$ cat src/rtl/trace_session_controller.sv
// Trace session sequencer: owns the trigger/range registers, gates the per-cycle
// trace write and force-tlast strobes, and keeps saturating traced/dropped counters.
module trace_session_controller #(
  parameter int          XLEN       = 64,
  parameter int          ADDR_WIDTH = 8,
  parameter int          DATA_WIDTH = 64,
  parameter logic [31:0] WFI_INSTR  = 32'h00000001
) (
  input  logic                  clk,
  input  logic                  rst,
  input  logic [ADDR_WIDTH-1:0] ctrl_addr,
  input  logic [DATA_WIDTH-1:0] ctrl_wdata,
  input  logic                  ctrl_write_enable,
  input  logic [XLEN-1:0]       pc,
  input  logic [31:0]           instr,
  input  logic                  pc_valid,
  input  logic                  fifo_ready,
  output logic                  trace_write_enable,
  output logic                  force_tlast,
  output logic [1:0]            session_state,
  output logic [31:0]           trace_count,
  output logic [31:0]           dropped_count
);

  typedef enum logic [1:0] {
    S_IDLE    = 2'd0,
    S_ARMED   = 2'd1,
    S_TRACING = 2'd2,
    S_STOPPED = 2'd3
  } state_t;

  localparam logic [ADDR_WIDTH-1:0] A_START_EN   = ADDR_WIDTH'(0);
  localparam logic [ADDR_WIDTH-1:0] A_END_EN     = ADDR_WIDTH'(1);
  localparam logic [ADDR_WIDTH-1:0] A_START_ADDR = ADDR_WIDTH'(2);
  localparam logic [ADDR_WIDTH-1:0] A_END_ADDR   = ADDR_WIDTH'(3);
  localparam logic [ADDR_WIDTH-1:0] A_LO_EN      = ADDR_WIDTH'(4);
  localparam logic [ADDR_WIDTH-1:0] A_HI_EN      = ADDR_WIDTH'(5);
  localparam logic [ADDR_WIDTH-1:0] A_LO_BOUND   = ADDR_WIDTH'(6);
  localparam logic [ADDR_WIDTH-1:0] A_HI_BOUND   = ADDR_WIDTH'(7);
  localparam logic [ADDR_WIDTH-1:0] A_COMMAND    = ADDR_WIDTH'(9);
  localparam logic [ADDR_WIDTH-1:0] A_CLEAR      = ADDR_WIDTH'(10);

  state_t          state_q, state_d;
  logic            start_en, end_en, lo_en, hi_en;
  logic [XLEN-1:0] start_addr, end_addr, lo_bound, hi_bound;
  logic [31:0]     trace_cnt_q, dropped_cnt_q;

  logic [XLEN-1:0] wdata_x;
  logic            cmd_write, arm, disarm, clear;
  logic            in_range, start_hit, end_hit, wfi_hit;
  logic            active, would_write, stop_event;

  assign wdata_x   = XLEN'(ctrl_wdata);
  assign cmd_write = ctrl_write_enable & (ctrl_addr == A_COMMAND);
  assign arm       = cmd_write & ctrl_wdata[0];
  assign disarm    = cmd_write & ~ctrl_wdata[0];
  assign clear     = (ctrl_write_enable & (ctrl_addr == A_CLEAR)) | arm;

  // Triggers look at the raw pc; only the write itself is range-gated.
  assign in_range    = (~lo_en | (pc >= lo_bound)) & (~hi_en | (pc <= hi_bound));
  assign start_hit   = pc_valid & start_en & (pc == start_addr);
  assign end_hit     = pc_valid & end_en & (pc == end_addr);
  assign wfi_hit     = pc_valid & (instr == WFI_INSTR);
  assign active      = (state_q == S_TRACING) | ((state_q == S_ARMED) & start_hit);
  assign would_write = pc_valid & in_range & active;
  assign stop_event  = active & (end_hit | wfi_hit);

  assign trace_write_enable = would_write & fifo_ready;
  assign force_tlast        = stop_event & trace_write_enable;
  assign session_state      = state_q;
  assign trace_count        = trace_cnt_q;
  assign dropped_count      = dropped_cnt_q;

  always_ff @(posedge clk or posedge rst) begin
    if (rst) begin
      start_en   <= 1'b0;
      end_en     <= 1'b0;
      lo_en      <= 1'b0;
      hi_en      <= 1'b0;
      start_addr <= '0;
      end_addr   <= '1;
      lo_bound   <= '0;
      hi_bound   <= '1;
    end else if (ctrl_write_enable) begin
      case (ctrl_addr)
        A_START_EN:   start_en   <= ctrl_wdata[0];
        A_END_EN:     end_en     <= ctrl_wdata[0];
        A_START_ADDR: start_addr <= wdata_x;
        A_END_ADDR:   end_addr   <= wdata_x;
        A_LO_EN:      lo_en      <= ctrl_wdata[0];
        A_HI_EN:      hi_en      <= ctrl_wdata[0];
        A_LO_BOUND:   lo_bound   <= wdata_x;
        A_HI_BOUND:   hi_bound   <= wdata_x;
        default: ;
      endcase
    end
  end

  always_ff @(posedge clk or posedge rst) begin
    if (rst) state_q <= S_IDLE;
    else     state_q <= state_d;
  end

  // A command write wins over any trigger seen in the same cycle.
  always_comb begin
    state_d = state_q;
    case (state_q)
      S_ARMED: begin
        if (stop_event)     state_d = S_STOPPED;
        else if (start_hit) state_d = S_TRACING;
      end
      S_TRACING: if (stop_event) state_d = S_STOPPED;
      default: ;
    endcase
    if (disarm)   state_d = S_IDLE;
    else if (arm) state_d = start_en ? S_ARMED : S_TRACING;
  end

  always_ff @(posedge clk or posedge rst) begin
    if (rst) begin
      trace_cnt_q   <= '0;
      dropped_cnt_q <= '0;
    end else if (clear) begin
      trace_cnt_q   <= '0;
      dropped_cnt_q <= '0;
    end else begin
      if (trace_write_enable && trace_cnt_q != 32'hFFFFFFFF)
        trace_cnt_q <= trace_cnt_q + 32'd1;
      if (would_write && !fifo_ready && dropped_cnt_q != 32'hFFFFFFFF)
        dropped_cnt_q <= dropped_cnt_q + 32'd1;
    end
  end

endmodule

$ cat config.mk
export PLATFORM = sky130hd
export DESIGN_NAME = trace_session_controller
export DESIGN_NICKNAME = d
export VERILOG_FILES = /design/src/rtl/trace_session_controller.sv
export SDC_FILE = /design/constraint.sdc
export NUM_CORES = 1
export LEC_CHECK = 0
export BUFFER_PORTS_ARGS = -buffer_cell sky130_fd_sc_hd__buf_4
export CORE_MARGIN = 5
export CORE_UTILIZATION = 50
export CTS_BUF_LIST = sky130_fd_sc_hd__clkbuf_4 sky130_fd_sc_hd__clkbuf_8
export DETAILED_ROUTE_END_ITERATION = 16
export HOLD_SLACK_MARGIN = 0.08
export PLACE_DENSITY_LB_ADDON = 0.2
export SLEW_MARGIN = 20
export SYNTH_ARGS = -nofsm -noshare
export SYNTH_HDL_FRONTEND = slang
export SYNTH_SLANG_ARGS = --single-unit
$ cat constraint.sdc
create_clock -name clk -period 21.7 [get_ports clk]
set_input_delay 3.255 -clock clk [delete_from_list [all_inputs] [get_ports clk]]
set_output_delay 3.255 -clock clk [all_outputs]
set_load 0.05 [all_outputs]
==> results.sh, run 1 <==
export IMPL_rsz0062_at_grt="no"
export IMPL_startpoint_type="primary input"
export IMPL_cts_setup_buffers=0
export IMPL_crit_path_start="pc[63]"
export IMPL_path_class="primary input to primary output"
export IMPL_seq_area_frac_synth_pct=45.82
export IMPL_num_rows=69
export IMPL_io_buffers=240
export IMPL_ios=241
export IMPL_rr_startpoint="hi_bound[63]$_DFFE_PP1P_"
export IMPL_slew_headroom_pct=27.12
export IMPL_crit_fanout=6
export IMPL_die_w_um=200.5
export IMPL_p_leak_uw=0.01037
export IMPL_ys_warn_count=0
export IMPL_rr_worst_depth=11
export IMPL_endpoint_kind="primary output"
export IMPL_clock_fmax_mhz=102.0
export IMPL_ys_ff_latch=326
export IMPL_area_growth_pct=19.48
export IMPL_ys_flop_type="dfrtp_1"
export IMPL_die_area_um2=40220
export IMPL_utilization_pct=60.68
export IMPL_min_path_cells=2
export IMPL_wl_per_cell_um=21.50
export IMPL_layout_drive_gt1_share_pct=29.43
export IMPL_final_common_cell="buf_4"
export IMPL_clockRootBuffer="clkbuf_8"
export IMPL_max_cap_violations=0
export IMPL_first_global_vias=14782
export IMPL_synth_cell_types=69
export IMPL_synthCells=1827
export IMPL_drtPass1Iterations=5
export IMPL_drt_total_wl_mm=55.31
export IMPL_die_h_um=200.5
export IMPL_worstMarginPinSlew_ps=1093
export IMPL_rrSetupSlack_ps=17170
export IMPL_gp_congestion=0.9480
export IMPL_holdPathEnd="hi_bound[52]$_DFFE_PP1P_"
export IMPL_postCtsResizedCells=0
export IMPL_period_share_pct=45.18
export IMPL_hold_path_class="flip-flop to flip-flop"
export IMPL_ant_nets=0
export IMPL_hold_start="hi_bound[52]$_DFFE_PP1P_"
export IMPL_fin_crit_ps=9805
export IMPL_hold_violations=0
export IMPL_netlist_area_um2=18150
export IMPL_cp_arrival_ps=6550
export IMPL_hold_buffers=0
export IMPL_worstPathRequired_ps=18450
export IMPL_nNetsFinal=2369
export IMPL_grt_pass1_wl_mm=86.37
export IMPL_num_fill_cells=3072
export IMPL_cts_buffer_depth=3
export IMPL_irDropWorstVdd_mv=0.04604
export IMPL_hold_ws_ps=505.3
export IMPL_grt_util_all_layers_pct=26.96
export IMPL_grt_max_degree=112
export IMPL_cts_buffers=56
export IMPL_reg2reg_to="trace_count[5]$_DFFE_PP0P_"
export IMPL_clk_latency_ps=640
export IMPL_clock_sinks=326
export IMPL_dp_final_hpwl_mm=41.21
export IMPL_syn_area_per_cell_um2=9.936
export IMPL_viasPerCell=5.843
export IMPL_p_per_area_nw_per_um2=74.11
export IMPL_fin_setup_tns_ps=0
export IMPL_synth_async_reset_ratio_pct=100.0
export IMPL_outcome="finished, final reports clean"
export IMPL_overflow=0
export IMPL_setup_viol=0
export IMPL_antenna_found_initial=2
export IMPL_htree_levels=2
export IMPL_via_count=15035
export IMPL_drc=0
export IMPL_drt_iter0_markers=1088
export IMPL_final_cell_mix="buf_4 (249), nand2_1 (220), dfrtp_1 (198)"
export IMPL_initial_core_util_pct=50.79
export IMPL_coreArea_um2=35740
export IMPL_synth_edff_count=0
export IMPL_skew_ps=34.05
export IMPL_syn_nets=2132
export IMPL_cts_reportedPaths_clkPinSlew_ps=60
export IMPL_slew_violations=0
export IMPL_tritoncts="yes"
-- cell usage after synthesis (7+ instances only) --
| library cell | count | share of area (%) |
|---|---|---|
| nand2_1 | 220 | 4.5 |
| dfrtp_1 | 198 | 27 |
| o21ai_0 | 174 | 4.8 |
| inv_1 | 167 | 3.5 |
| ha_1 | 132 | 9.1 |
| dfstp_2 | 128 | 19 |
| mux2_2 | 122 | 7.6 |
| a21oi_1 | 88 | 2.4 |
| xnor2_1 | 75 | 3.6 |
| clkbuf_1 | 56 | 1.2 |
| nand4_1 | 54 | 1.9 |
| nand3_1 | 44 | 1.2 |
| nor2_1 | 31 | 0.64 |
| or4_1 | 31 | 1.3 |
| or3_1 | 25 | 0.86 |
| nand2b_1 | 23 | 0.79 |
| nor4_1 | 23 | 0.79 |
| nor3_1 | 18 | 0.50 |
| a21o_1 | 16 | 0.66 |
| o31ai_1 | 16 | 0.66 |
| and3_1 | 15 | 0.52 |
| nor2b_1 | 14 | 0.48 |
| xor2_1 | 13 | 0.63 |
| o211ai_1 | 12 | 0.50 |
| and4_1 | 10 | 0.48 |
| o22ai_1 | 10 | 0.34 |
| a2111oi_0 | 9 | 0.43 |
| a211oi_1 | 8 | 0.33 |
| or4b_1 | 7 | 0.39 |
-- critical path, stage by stage --
cell and delay [ps]:
buf_4 140, ha_1 320, nand4_1 230, or4_4 600
nor4_2 380, nand3_1 230, o31a_1 370, o31ai_4 130
nand3_1 230, nor3_1 400, buf_4 280
-- cells by family (layout without fill, tap and decap cells) --
| group | Yosys count | after routing | share of synthesized area [%] |
|---|---|---|---|
| DFF | 326 | 326 | 45.82 |
| buffers and inverters | 238 | 521 | 5.093 |
| and+or+nand+nor | 532 | 532 | 15.22 |
| adders and majority gates | 132 | 132 | 9.098 |
| AOI/OAI and AO/OA | 383 | 383 | 12.62 |
| muxes | 128 | 128 | 7.899 |
| other | 0 | 2 | 0 |
| xor gates and xnor gates | 88 | 88 | 4.246 |
-- metal layers --
metal	part of all wire (%)	track usage, %	up-vias
li1	-	-	6977
met1	44	37.60	7392
met2	45	42.17	559
met3	7.6	5.897	107
met4	2.9	8.800	0
met5	0	0	-
-- cell type report --
class	instances	area (µm²)	share of cell area [%]
clock inverter	4	45.04	0.2077
sequential	326	8318	38.35
multi-input combinational	1263	8941	41.22
antenna	2	5.005	0.02307
timing repair buffer	250	1881	8.670
inverter	167	634.4	2.925
tap	461	576.8	2.659
clock buffer	100	1289	5.942
-- report_power, final --
part,internal (µW),switching (µW),total [µW]
Sequential,661,26.0,687
Clock,381,264,646
Combinational,101,174,275
-- flip-flops by register name, indices dropped and copies added, names as in the netlist, 2 cells and up --
| name | cells |
|---|---|
| start_addr | 64 |
| end_addr | 64 |
| session_state | 2 |
| hi_bound | 64 |
| lo_bound | 64 |
| dropped_count | 32 |
| trace_count | 32 |
-- per-stage QoR --
step	instance area [µm²]	power [µW]	cells	worst slack (ps)
CTS	21680	1619	2571	11950
finish	21690	1608	2573	11890
global placement	20340	960.2	2467	11990
global route	21690	1679	2573	11810
floorplan	18150	854.3	1827	9630
detailed placement	20340	969.2	2467	11960
-- how the worst max path moves through the flow --
stage	to	slack, ps	cells past startpoint
final	force_tlast	11890	11
after global routing	force_tlast	11810	11
after CTS	force_tlast	11950	11
after detailed placement	force_tlast	11960	11
after global placement	force_tlast	11990	11
after floorplan	dropped_count[0]$_DFFE_PP0P_	9630	1
(Power assumes the default switching activity.)
==> run 2, diff against run 1 <==
==> constraint.sdc (replaced) <==
create_clock -name clk -period 9 [get_ports clk]
set_input_delay 1.35 -clock clk [delete_from_list [all_inputs] [get_ports clk]]
set_output_delay 1.35 -clock clk [all_outputs]
set_load 0.05 [all_outputs]
==> run 2 against run 1 <==
Against the previous run:
- final cell count up 0.16%
- die area unchanged
- non-clock buffer count up 1
- sequential share of layout area up 0.098 points
- power up 140%
- setup slack worse by 8700 ps
- sequential cell count unchanged
- count of clock-buffer cells in the layout down 5
- highest routed layer unchanged
- hold slack worse by 2.5 ps
==> results.sh, run 2 (same netlist as run 1, synthesis figures left out) <==
export IMPL_drtPass1Iterations=5
export IMPL_clockRootBuffer="clkbuf_8"
export IMPL_postCtsResizedCells=0
export IMPL_io_buffers=240
export IMPL_rrSetupSlack_ps=4490
export IMPL_final_common_cell="buf_4"
export IMPL_clk_latency_ps=630
export IMPL_crit_fanout=4
export IMPL_coreArea_um2=35740
export IMPL_tritoncts="yes"
export IMPL_cp_arrival_ps=4500
export IMPL_netSwitchingFraction_pct=28.92
export IMPL_p_seq_share_pct=43.4
export IMPL_outcome="finished, final reports clean"
export IMPL_htree_levels=2
export IMPL_rsz0062_at_grt="no"
export IMPL_reg2reg_to="trace_count[11]$_DFFE_PP0P_"
export IMPL_p_per_area_nw_per_um2=176.7
export IMPL_hold_buffers=0
export IMPL_wl_per_cell_um=21.48
export IMPL_antenna_found_initial=5
export IMPL_crit_path_start="pc[61]"
export IMPL_p_leak_uw=0.01034
export IMPL_endpoint_kind="primary output"
export IMPL_hold_ws_ps=502.8
export IMPL_clock_fmax_mhz=171.0
export IMPL_die_h_um=200.5
export IMPL_via_count=14908
export IMPL_ios=241
export IMPL_place_area_um2=20360
export IMPL_area_growth_pct=19.17
export IMPL_gp_congestion=0.9640
export IMPL_dp_final_hpwl_mm=41.46
export IMPL_hold_violations=0
export IMPL_worstPathRequired_ps=7650
export IMPL_clock_sinks=326
export IMPL_grt_busiest_layer="met2"
export IMPL_grt_util_all_layers_pct=26.97
export IMPL_endpoint="force_tlast"
export IMPL_path_class="primary input to primary output"
export IMPL_layout_drive_gt1_share_pct=29.46
export IMPL_viasPerCell=5.785
export IMPL_worstMarginPinSlew_ps=1170
export IMPL_met2_usage_pct=42.89
export IMPL_max_cap_violations=0
export IMPL_drt_iter0_markers=1002
export IMPL_cts_buffer_depth=3
export IMPL_cts_setup_buffers=0
export IMPL_final_cell_mix="buf_4 (250), nand2_1 (220), dfrtp_1 (198)"
export IMPL_rr_startpoint="hi_bound[63]$_DFFE_PP1P_"
export IMPL_final_cell_area_um2=21630
export IMPL_fin_setup_tns_ps=0
export IMPL_fin_crit_ps=5849
export IMPL_use_met1_pct=37.26
export IMPL_combPwrFrac_pct=17.3
export IMPL_initial_core_util_pct=50.79
export IMPL_ant_nets=0
export IMPL_p_sw_uw=1105
export IMPL_cts_reportedPaths_clkPinSlew_ps=60
export IMPL_irDropWorstVdd_mv=0.1192
export IMPL_grt_max_degree=181
export IMPL_die_w_um=200.5
export IMPL_p_int_uw=2717
export IMPL_slew_headroom_pct=19.95
export IMPL_nNetsFinal=2370
export IMPL_setup_viol=0
export IMPL_cts_buffers=56
export IMPL_skew_ps=26.74
export IMPL_startpoint_type="primary input"
export IMPL_first_global_vias=14845
export IMPL_slew_violations=0
export IMPL_hold_path_class="flip-flop to flip-flop"
export IMPL_clock_power_share_pct=39.3
export IMPL_drc=0
export IMPL_num_rows=69
export IMPL_met3_usage_pct=5.703
export IMPL_overflow=0
export IMPL_drt_total_wl_mm=55.35
export IMPL_hold_start="hi_bound[24]$_DFFE_PP1P_"
export IMPL_period_share_pct=64.99
export IMPL_rr_worst_depth=11
export IMPL_grt_pass1_wl_mm=86.50
export IMPL_die_area_um2=40220
## run 2: cell types whose count changed in the layout (fill, tap and decap cells not counted), sizes merged
cell      before  now
clkbuf       100   95
clkinv         3    6
diode          2    5
bufinv         1    3
buf          250  251
clkinvlp       0    1
inv          167  166
## run 2: layout make-up
cell class                 count  area (µm²)
clock inverter                 9       120.1
clock buffer                  95        1139
inverter                     167       630.6
timing repair buffer         251        1897
fill                        3093       14110
multi-input combinational   1263        8941
sequential                   326        8318
antenna                        5       12.51
tap                          461       576.8
## run 2: worst min-delay path by stage
stage / end / depth (start not counted)
3_5_place_dp: hi_bound[5]$_DFFE_PP1P_ / 2
3_3_place_gp: hi_bound[35]$_DFFE_PP1P_ / 2
2_1_floorplan: hi_bound[10]$_DFFE_PP1P_ / 2
4_1_cts: hi_bound[5]$_DFFE_PP1P_ / 2
5_1_grt: hi_bound[41]$_DFFE_PP1P_ / 2
6_report: hi_bound[24]$_DFFE_PP1P_ / 2
## run 2: stage by stage
| stage | power (µW) | cells | utilization, % | worst slack [ps] |
|---|---|---|---|---|
| after floorplan | 2061 | 1827 | - | 3209 |
| after global placement | 2318 | 2468 | 56.96 | 3151 |
| after detailed placement | 2341 | 2468 | 56.96 | 3116 |
| after CTS | 3849 | 2572 | 60.48 | 3112 |
| after global routing | 3991 | 2577 | 60.53 | 3044 |
| final | 3822 | 2577 | 60.53 | 3151 |
## run 2: power by group through the flow
stage                     logic, µW  clock network (µW)  registers, µW
after global placement          642                   0           1680
after global routing            729                1590           1670
after floorplan                 319                   0           1740
final                           662                1500           1660
after detailed placement        660                   0           1680
after CTS                       664                1530           1660
## run 2: per-layer routing
| layer | vias up | wire length [µm] |
|---|---|---|
| li1 | 6971 | - |
| met1 | 7359 | 24290 |
| met2 | 489 | 25720 |
| met3 | 89 | 3799 |
| met4 | 0 | 1538 |
| met5 | - | 0 |
## run 2: worst max-delay path, cell delays in order
cell	delay (ps)
buf_4	130
ha_1	330
a21o_1	190
a21o_1	170
a221o_1	370
a211oi_1	580
nor4bb_1	840
nor2_1	80
nand3_1	160
nor3_1	70
buf_4	210
